--- src/rtl/dport_if.sv ---
// dport_if: bundle between the data-port arbiter, its two requesters and
// port b of the unified memory.
//   m0_*  : pipeline MEM stage  (req/we/addr/wdata in, gnt/rvalid/rdata/err out)
//   m1_*  : UART program loader (same set)
//   mem_* : memory port b (addr/wdata/we out of the arbiter, rdata back in)
//   cpu_stall : back to the hazard unit
// Modports: slave = arbiter, master = requesters, mem = memory block.
interface dport_if #(parameter int AW = 32, parameter int DW = 32);
  logic          m0_req, m0_we, m0_gnt, m0_rvalid, m0_err;
  logic [AW-1:0] m0_addr;
  logic [DW-1:0] m0_wdata, m0_rdata;
  logic          m1_req, m1_we, m1_gnt, m1_rvalid, m1_err;
  logic [AW-1:0] m1_addr;
  logic [DW-1:0] m1_wdata, m1_rdata;
  logic [AW-1:0] mem_addr;
  logic [DW-1:0] mem_wdata, mem_rdata;
  logic          mem_we;
  logic          cpu_stall;

  modport slave (
    input  m0_req, m0_we, m0_addr, m0_wdata,
    input  m1_req, m1_we, m1_addr, m1_wdata,
    input  mem_rdata,
    output m0_gnt, m0_rvalid, m0_rdata, m0_err,
    output m1_gnt, m1_rvalid, m1_rdata, m1_err,
    output mem_addr, mem_wdata, mem_we, cpu_stall
  );

  modport master (
    output m0_req, m0_we, m0_addr, m0_wdata,
    output m1_req, m1_we, m1_addr, m1_wdata,
    input  m0_gnt, m0_rvalid, m0_rdata, m0_err,
    input  m1_gnt, m1_rvalid, m1_rdata, m1_err,
    input  cpu_stall
  );

  modport mem (
    input  mem_addr, mem_wdata, mem_we,
    output mem_rdata
  );
endinterface

--- src/rtl/dport_arbiter.sv ---
// dport_arbiter: shares memory port b between the CPU MEM stage (m0) and the
// UART loader (m1). Round-robin with boot override (boot_mode locks out m0),
// one outstanding transaction, fixed READ_LAT read latency.
// Ports:
//   clk, rst_n  : clock, synchronous active-low reset
//   boot_mode   : 1 -> m1 is exclusive owner
//   bus         : dport_if.slave (requester handshakes, memory port, cpu_stall)
// Grants are combinational in IDLE; writes finish in the grant cycle, reads
// park in WAIT until the memory data is latched into the owner's rdata reg.
module dport_arbiter #(
  parameter int READ_LAT = 1,
  parameter int AW       = 32,
  parameter int DW       = 32
) (
  input logic   clk,
  input logic   rst_n,
  input logic   boot_mode,
  dport_if.slave bus
);
  localparam int CW = (READ_LAT > 1) ? $clog2(READ_LAT) : 1;

  typedef enum logic {IDLE, WAIT} state_t;

  state_t              state_q, state_d;
  logic                last_q;    // last granted requester, 1 = m1
  logic                owner_q;   // requester owning the read in flight
  logic [CW-1:0]       cnt_q;
  logic [AW-1:0]       addr_q;
  logic [1:0][DW-1:0]  rdata_q;
  logic [1:0]          rvalid_q;

  logic [1:0]          req, we, gnt, err;
  logic [1:0][AW-1:0]  addr;
  logic [1:0][DW-1:0]  wdata;
  logic                win, grant, aligned;

  // m0 is invisible to arbitration while the loader owns the port
  assign req   = {bus.m1_req, bus.m0_req & ~boot_mode};
  assign we    = {bus.m1_we, bus.m0_we};
  assign addr  = {bus.m1_addr, bus.m0_addr};
  assign wdata = {bus.m1_wdata, bus.m0_wdata};

  // Tie goes to whoever did not win last; otherwise the lone requester
  assign win     = (req == 2'b11) ? ~last_q : req[1];
  assign grant   = (state_q == IDLE) && (req != 2'b00);
  assign aligned = (addr[win][1:0] == 2'b00);

  always_comb begin
    state_d       = state_q;
    gnt           = '0;
    err           = '0;
    bus.mem_addr  = '0;
    bus.mem_wdata = '0;
    bus.mem_we    = 1'b0;
    case (state_q)
      IDLE: if (grant) begin
        gnt[win]      = 1'b1;
        err[win]      = ~aligned;
        bus.mem_addr  = addr[win];
        bus.mem_wdata = wdata[win];
        bus.mem_we    = we[win] & aligned;
        if (aligned && !we[win]) state_d = WAIT;
      end
      WAIT: begin
        // address held so the memory keeps presenting the owner's word
        bus.mem_addr = addr_q;
        if (cnt_q == '0) state_d = IDLE;
      end
      default: state_d = IDLE;
    endcase
  end

  always_ff @(posedge clk) begin
    if (!rst_n) begin
      state_q  <= IDLE;
      last_q   <= 1'b1;
      owner_q  <= 1'b0;
      cnt_q    <= '0;
      addr_q   <= '0;
      rdata_q  <= '0;
      rvalid_q <= '0;
    end else begin
      state_q  <= state_d;
      rvalid_q <= '0;
      if (grant) last_q <= win;
      if (state_q == IDLE && state_d == WAIT) begin
        owner_q <= win;
        addr_q  <= addr[win];
        cnt_q   <= CW'(READ_LAT - 1);
      end
      if (state_q == WAIT) begin
        if (cnt_q == '0) begin
          rdata_q[owner_q]  <= bus.mem_rdata;
          rvalid_q[owner_q] <= 1'b1;
        end else begin
          cnt_q <= cnt_q - CW'(1);
        end
      end
    end
  end

  assign bus.m0_gnt    = gnt[0];
  assign bus.m1_gnt    = gnt[1];
  assign bus.m0_err    = err[0];
  assign bus.m1_err    = err[1];
  assign bus.m0_rvalid = rvalid_q[0];
  assign bus.m1_rvalid = rvalid_q[1];
  assign bus.m0_rdata  = rdata_q[0];
  assign bus.m1_rdata  = rdata_q[1];
  assign bus.cpu_stall = bus.m0_req & ~gnt[0];
endmodule

--- src/flat_wrapper.sv ---
// flat-port wrapper written by rule: the top's interface ports become plain ports
module dport_arbiter_flat 
#(
  parameter int READ_LAT = 1,
  parameter int AW       = 32,
  parameter int DW       = 32
)
  (clk, rst_n, boot_mode, bus_m0_req, bus_m0_we, bus_m0_addr, bus_m0_wdata, bus_m1_req, bus_m1_we, bus_m1_addr, bus_m1_wdata, bus_mem_rdata, bus_m0_gnt, bus_m0_rvalid, bus_m0_rdata, bus_m0_err, bus_m1_gnt, bus_m1_rvalid, bus_m1_rdata, bus_m1_err, bus_mem_addr, bus_mem_wdata, bus_mem_we, bus_cpu_stall);
  dport_if #(.AW(AW), .DW(DW)) bus_i ();
  input logic clk;
  input logic rst_n;
  input logic boot_mode;
  input wire logic [$bits(bus_i.m0_req)-1:0] bus_m0_req;
  input wire logic [$bits(bus_i.m0_we)-1:0] bus_m0_we;
  input wire logic [$bits(bus_i.m0_addr)-1:0] bus_m0_addr;
  input wire logic [$bits(bus_i.m0_wdata)-1:0] bus_m0_wdata;
  input wire logic [$bits(bus_i.m1_req)-1:0] bus_m1_req;
  input wire logic [$bits(bus_i.m1_we)-1:0] bus_m1_we;
  input wire logic [$bits(bus_i.m1_addr)-1:0] bus_m1_addr;
  input wire logic [$bits(bus_i.m1_wdata)-1:0] bus_m1_wdata;
  input wire logic [$bits(bus_i.mem_rdata)-1:0] bus_mem_rdata;
  output wire logic [$bits(bus_i.m0_gnt)-1:0] bus_m0_gnt;
  output wire logic [$bits(bus_i.m0_rvalid)-1:0] bus_m0_rvalid;
  output wire logic [$bits(bus_i.m0_rdata)-1:0] bus_m0_rdata;
  output wire logic [$bits(bus_i.m0_err)-1:0] bus_m0_err;
  output wire logic [$bits(bus_i.m1_gnt)-1:0] bus_m1_gnt;
  output wire logic [$bits(bus_i.m1_rvalid)-1:0] bus_m1_rvalid;
  output wire logic [$bits(bus_i.m1_rdata)-1:0] bus_m1_rdata;
  output wire logic [$bits(bus_i.m1_err)-1:0] bus_m1_err;
  output wire logic [$bits(bus_i.mem_addr)-1:0] bus_mem_addr;
  output wire logic [$bits(bus_i.mem_wdata)-1:0] bus_mem_wdata;
  output wire logic [$bits(bus_i.mem_we)-1:0] bus_mem_we;
  output wire logic [$bits(bus_i.cpu_stall)-1:0] bus_cpu_stall;
  assign bus_i.m0_req = bus_m0_req;
  assign bus_i.m0_we = bus_m0_we;
  assign bus_i.m0_addr = bus_m0_addr;
  assign bus_i.m0_wdata = bus_m0_wdata;
  assign bus_i.m1_req = bus_m1_req;
  assign bus_i.m1_we = bus_m1_we;
  assign bus_i.m1_addr = bus_m1_addr;
  assign bus_i.m1_wdata = bus_m1_wdata;
  assign bus_i.mem_rdata = bus_mem_rdata;
  assign bus_m0_gnt = bus_i.m0_gnt;
  assign bus_m0_rvalid = bus_i.m0_rvalid;
  assign bus_m0_rdata = bus_i.m0_rdata;
  assign bus_m0_err = bus_i.m0_err;
  assign bus_m1_gnt = bus_i.m1_gnt;
  assign bus_m1_rvalid = bus_i.m1_rvalid;
  assign bus_m1_rdata = bus_i.m1_rdata;
  assign bus_m1_err = bus_i.m1_err;
  assign bus_mem_addr = bus_i.mem_addr;
  assign bus_mem_wdata = bus_i.mem_wdata;
  assign bus_mem_we = bus_i.mem_we;
  assign bus_cpu_stall = bus_i.cpu_stall;
  dport_arbiter #(.READ_LAT(READ_LAT), .AW(AW), .DW(DW)) u_core (.clk(clk), .rst_n(rst_n), .boot_mode(boot_mode), .bus(bus_i));
endmodule
--- config.mk ---
export PLATFORM = sky130hd
export DESIGN_NAME = dport_arbiter_flat
export DESIGN_NICKNAME = d
export VERILOG_FILES = /design/src/rtl/dport_if.sv /design/src/rtl/dport_arbiter.sv /design/src/flat_wrapper.sv
export SDC_FILE = /design/constraint.sdc
export NUM_CORES = 1
export LEC_CHECK = 0
export ABC_AREA = 1
export BUFFER_PORTS_ARGS = -buffer_cell sky130_fd_sc_hd__buf_2
export CAP_MARGIN = 5
export CORE_AREA = 2 2 118 120
export CTS_CLUSTER_SIZE = 8
export DETAILED_ROUTE_END_ITERATION = 10
export DIE_AREA = 0 0 120 122
export GPL_ROUTABILITY_DRIVEN = 0
export PLACE_DENSITY = 0.71
export SYNTH_ARGS = -nofsm -noshare
export SYNTH_HDL_FRONTEND = slang
export SYNTH_SLANG_ARGS = --single-unit
--- constraint.sdc ---
create_clock -name clk -period 2.75 [get_ports clk]
set_input_delay 0.1375 -clock clk [delete_from_list [all_inputs] [get_ports clk]]
set_output_delay 0.1375 -clock clk [all_outputs]
set_load 0.01 [all_outputs]
* Word level (Yosys, flattened, before mapping)
Cells that the tools add are included.
** Word-level totals
- Register bits after elaboration :: 102
- Bits of input ports :: 167
** Cells by class
- $add $sub $neg :: 1
- $lt $le $gt $ge :: 4
- Eq/ne operators :: 1
- Muxes and demuxes :: 31
- Bitwise logic cells :: 11
- Reduce and logical (&&, ||, !) cells :: 10
** Operators with widths (number)
- 2-to-1 mux 32 bit :: 8
- bitwise mux 64 bit :: 1
- case mux 32 bit (2 select lines) :: 1
- demux 32 bit (select 1 bit) :: 1
- 2-to-1 mux 1 bit :: 13
- 2-to-1 mux 2 bit :: 4
- inverter 1 bit :: 7
- logical AND 1 bit :: 5
- less-than comparator 1 x 2 -> 1 bit (second input constant) :: 2
- bitwise AND 1 bit :: 3
- OR reduction 3 bit :: 1
- bitwise AND 2 bit :: 1
- demux 1 bit (select 1 bit) :: 2
- equality test 2 bit (second input constant) :: 1
- greater-or-equal comparator 1 bit (second input constant) :: 2
- logical NOT 2 bit :: 1
- case mux 1 bit (2 select lines) :: 1
- AND reduction 2 bit :: 1
- nonzero test 2 bit :: 1
- logical NOT 1 bit :: 1
- subtractor 1 bit (second input constant) :: 1

* Longest topological paths before layout
- Depth in word-level cells :: 15
- Depth in mapped cells :: 11

* Least setup slack after synthesis
No wires, ideal clock.
- Path type :: register to output
- Start :: register u_core.last_q
- End :: output port bus_mem_addr[10]
- Arrival time :: 1.309 ns
- Data required time :: 2.612 ns
- Path slack :: 1.304 ns
- Cell stages (with the launch flop) :: 7
- Path buffers :: 2
- Cells stage by stage :: dfxtp_1 nand3_2 nand2_2 buf_6 clkbuf_1 o21ai_0 o21ai_0
** Between the ends
- Longest elaborated chain between the ends :: 6
** Ends and longest elaborated chain
- from (decl) :: line dport_arbiter.sv:25 : logic last_q;
- from (signal assigned) :: line dport_arbiter.sv:85 : if (grant) last_q <= win;
- inverter 1 bit :: line dport_arbiter.sv:44 : assign win = (req == 2'b11) ? ~last_q : req[1];
- 2-to-1 mux 1 bit :: line dport_arbiter.sv:44
- 2-to-1 mux 32 bit (2 in series)
- 2-to-1 mux 32 bit :: line dport_arbiter.sv:56 : IDLE: if (grant) begin
- case mux 32 bit (2 select lines) :: line dport_arbiter.sv:55 : case (state_q)
- to (decl) :: line flat_wrapper.sv:30 : output wire logic [$bits(bus_i.mem_addr)-1:0] bus_mem_addr;
Every way passes these cells. The select of a mux whose other input is x is not followed.

* Final worst setup path
- Start :: register u_core.last_q
- End :: output port bus_mem_addr[6]
Same word-level chain as after synthesis.

==> impl_metrics.csv <==
group,metric,value,unit
synth,synth_common_cells,"o21ai_0 (124), nand2_1 (106), inv_1 (105)",
synth,syn_inst,713,
critical_path,critPathLaunchType,"flop",
synth,synth-edff-count,0,
routing,wl,16360,µm
synth,synthArstFlopShare,0,%
timing,finalSetupViolations,0,
finish,n_fill_cell,1401,
routing,post_drt_wl_per_cell,13.99,µm
timing,rsz0062_at_grt,"false",
die,die_y,122,µm
finish,nNetsFinal,1150,
clock_tree,cts.reportedPaths.clkPinSlew,80,ps
grt,grt_usage,21.31,%
timing,fin_tns_setup,0,ps
grt,grt_pass1_wl,25040,µm
synth,synth_seq_area_share,41.34,%
timing,fin_crit_sh,85.93,%
timing,worst_pin_slew,610.7,ps
critical_path,cp-end-kind,"output port",
placed_design,placed_cell_area,6495,µm²
clock_tree,cts_buffers,9,
finish,drive_gt1_share,34.82,%
timing,hold_violations,0,
routing,via_per_inst,4.746,
clock_tree,clock-sinks,102,
die,die-width,120,µm
clock_tree,cts.path.max_buffers,2,
synth,synth.area.top_cells,"dfxtp_1 (41%), o21ai_0 (13%), nand2_1 (8.1%), inv_1 (8.0%), a21oi_1 (6.5%)",
finish,multi_input_area,2220,µm²
power,power_leakage,3.390,nW
synth,postSynthAreaPerCell,6.928,µm²
min_path,hold_class,"in2reg",
die,row_count,43,
finish,fin_area,6812,µm²
die,io_pins,303,
finish,areaGrowthSynthToFinish,37.89,%
timing,maxSlewHeadroom,59.28,%
routing,via_count,5548,
clock_tree,cts-root-buf,"clkbuf_16",
clock_tree,cts_tree,"yes",
grt,antenna_found_initial,1,
placed_design,portBuffers,302,
critical_path,path_max_fanout,45,
synth,synth_most_common_cell,"o21ai_0",
clock_tree,htreeDepth,3,
critical_path,criticalPathCategory,"reg2out",
critical_path,cp-startpoint,"u_core.last_q$_SDFFE_PN1N_",
clock_tree,cts_resized,0,
synth,synth_fp_nets,880,
routing,drt_iter0_drc,233,
synth,syn-cell-area,4940,µm²
die,core,13500,µm²
die,initial_utilization,36.58,%
die,dieArea,14640,µm²
timing,timing.fmax,423.2,MHz
grt,grt_pass1_vias,5034,
synth,synth_area_leader_cell,"dfxtp_1",
clock_tree,post_cts_buffers,0,
timing,fin_crit,2363,ps
grt,grt_max_degree,69,
routing,drc_errors,0,
critical_path,cp.required,2610,ps
flow_run,cap_violations,0,
critical_path,arrival,2230,ps
power,p_per_area,526.0,nW/µm²
min_path,min_from,"bus_mem_rdata[14]",
outcome,status,"completed",
clock_tree,clock_latency,340,ps
synth,synth.top_cell.area_share,41.34,%
synth,yosysUniqueCellTypes,23,
routing,dr.pass1.iters,6,
routing,ant_nets,0,
placed_design,hpwl,12410,µm
timing,drv_slew,0,
finish,seq_area,2042,µm²
synth,synth_flop_cell,"dfxtp_1",
timing,fin_skew,9.383,ps
critical_path,reg2reg_from,"u_core.last_q$_SDFFE_PN1N_",
power,vdd_drop_max,0.0002821,V
grt,grt.overflow.total,0,
synth,synth_warnings,0,
clock_tree,holdBufCountCts,0,
synth,ys_seq_elements,102,
metrics by stage:
step | utilization (%) | instances | worst slack (ps) | power (mW) | hold WS [ps]
6_report | 50.44 | 1169 | 386.9 | 3.583 | 83.15
4_1_cts | 50.42 | 1168 | 402.7 | 3.630 | 69.50
2_1_floorplan | - | 713 | 1304 | 2.009 | 328.7
3_5_place_dp | 48.10 | 1152 | 786.2 | 2.336 | 430.7
5_1_grt | 50.44 | 1169 | 127.7 | 3.780 | 74.58
3_3_place_gp | 48.10 | 1152 | 811.7 | 2.330 | 426.7
cells by family (layout without fill, tap and decap cells):
family                 after synthesis  count (layout)  synth area share [%]
buffers and inverters              161             436                 13.83
DFF                                102             102                 41.34
and+or+nand+nor                    226             226                 19.35
AOI/OAI and AO/OA                  224             224                 25.48
other                                0               1                     0
sequential cells by signal, indices dropped and copies added, names as in the netlist:
| register | cells |
|---|---|
| u_core.cnt_q | 1 |
| u_core.last_q | 1 |
| u_core.owner_q | 1 |
| u_core.state_q | 1 |
| u_core.bus.m0_rdata | 32 |
| u_core.bus.m1_rdata | 32 |
| u_core.addr_q | 32 |
| u_core.rvalid_q | 2 |
critical path, cell delays in order, from the launching register on:
cell and delay, ps:
dfxtp_1 350, nand3_2 140, nand2_2 360, buf_4 420, o21ai_0 180, o21ai_0 240, buf_2 180
power by group:
group          leakage, nW  internal, mW  switching, mW
sequential           0.826          1.53         0.0266
clock                0.152         0.654          0.631
combinational         2.41         0.308          0.437
cell type report:
type / instances / share of cell area [%]
multi-input cells: 450 / 32.59
well taps: 180 / 3.306
repair buffers: 313 / 23.59
diodes: 1 / 0.03674
clock buffers: 9 / 3.306
inverters: 107 / 5.896
flip-flops and latches: 102 / 29.98
clock inverters: 7 / 1.304
layer usage:
layer	routed length (µm)	track usage (%)	vias to the layer above
li1	-	-	2834
met1	6276	23.05	2493
met2	8412	40.06	197
met3	1280	5.852	24
met4	390	6.838	0
met5	0	0	-
layout by cell type (no fill, tap or decap), drive strengths merged, types with 3 or more instances in the layout:
cell type,count
nand2,110
buf,313
nand3,39
clkbuf,9
dfxtp,102
nor2,72
o21ai,124
inv,109
a21oi,66
nand3b,3
a22o,32
clkinv,5
worst paths after layout:
check | slack (ps) | to | cells past startpoint
max | 390 | bus_mem_addr[6] | 6
min | 80 | u_core.bus.m1_rdata[14]$_SDFFE_PN0P_ | 3
max reg2reg | 780 | u_core.addr_q[11]$_SDFFE_PN0P_ | 9
min reg2reg | 440 | u_core.bus.m0_rdata[19]$_SDFFE_PN0P_ | 2
No activity file was read; power rests on OpenSTA's default activity.
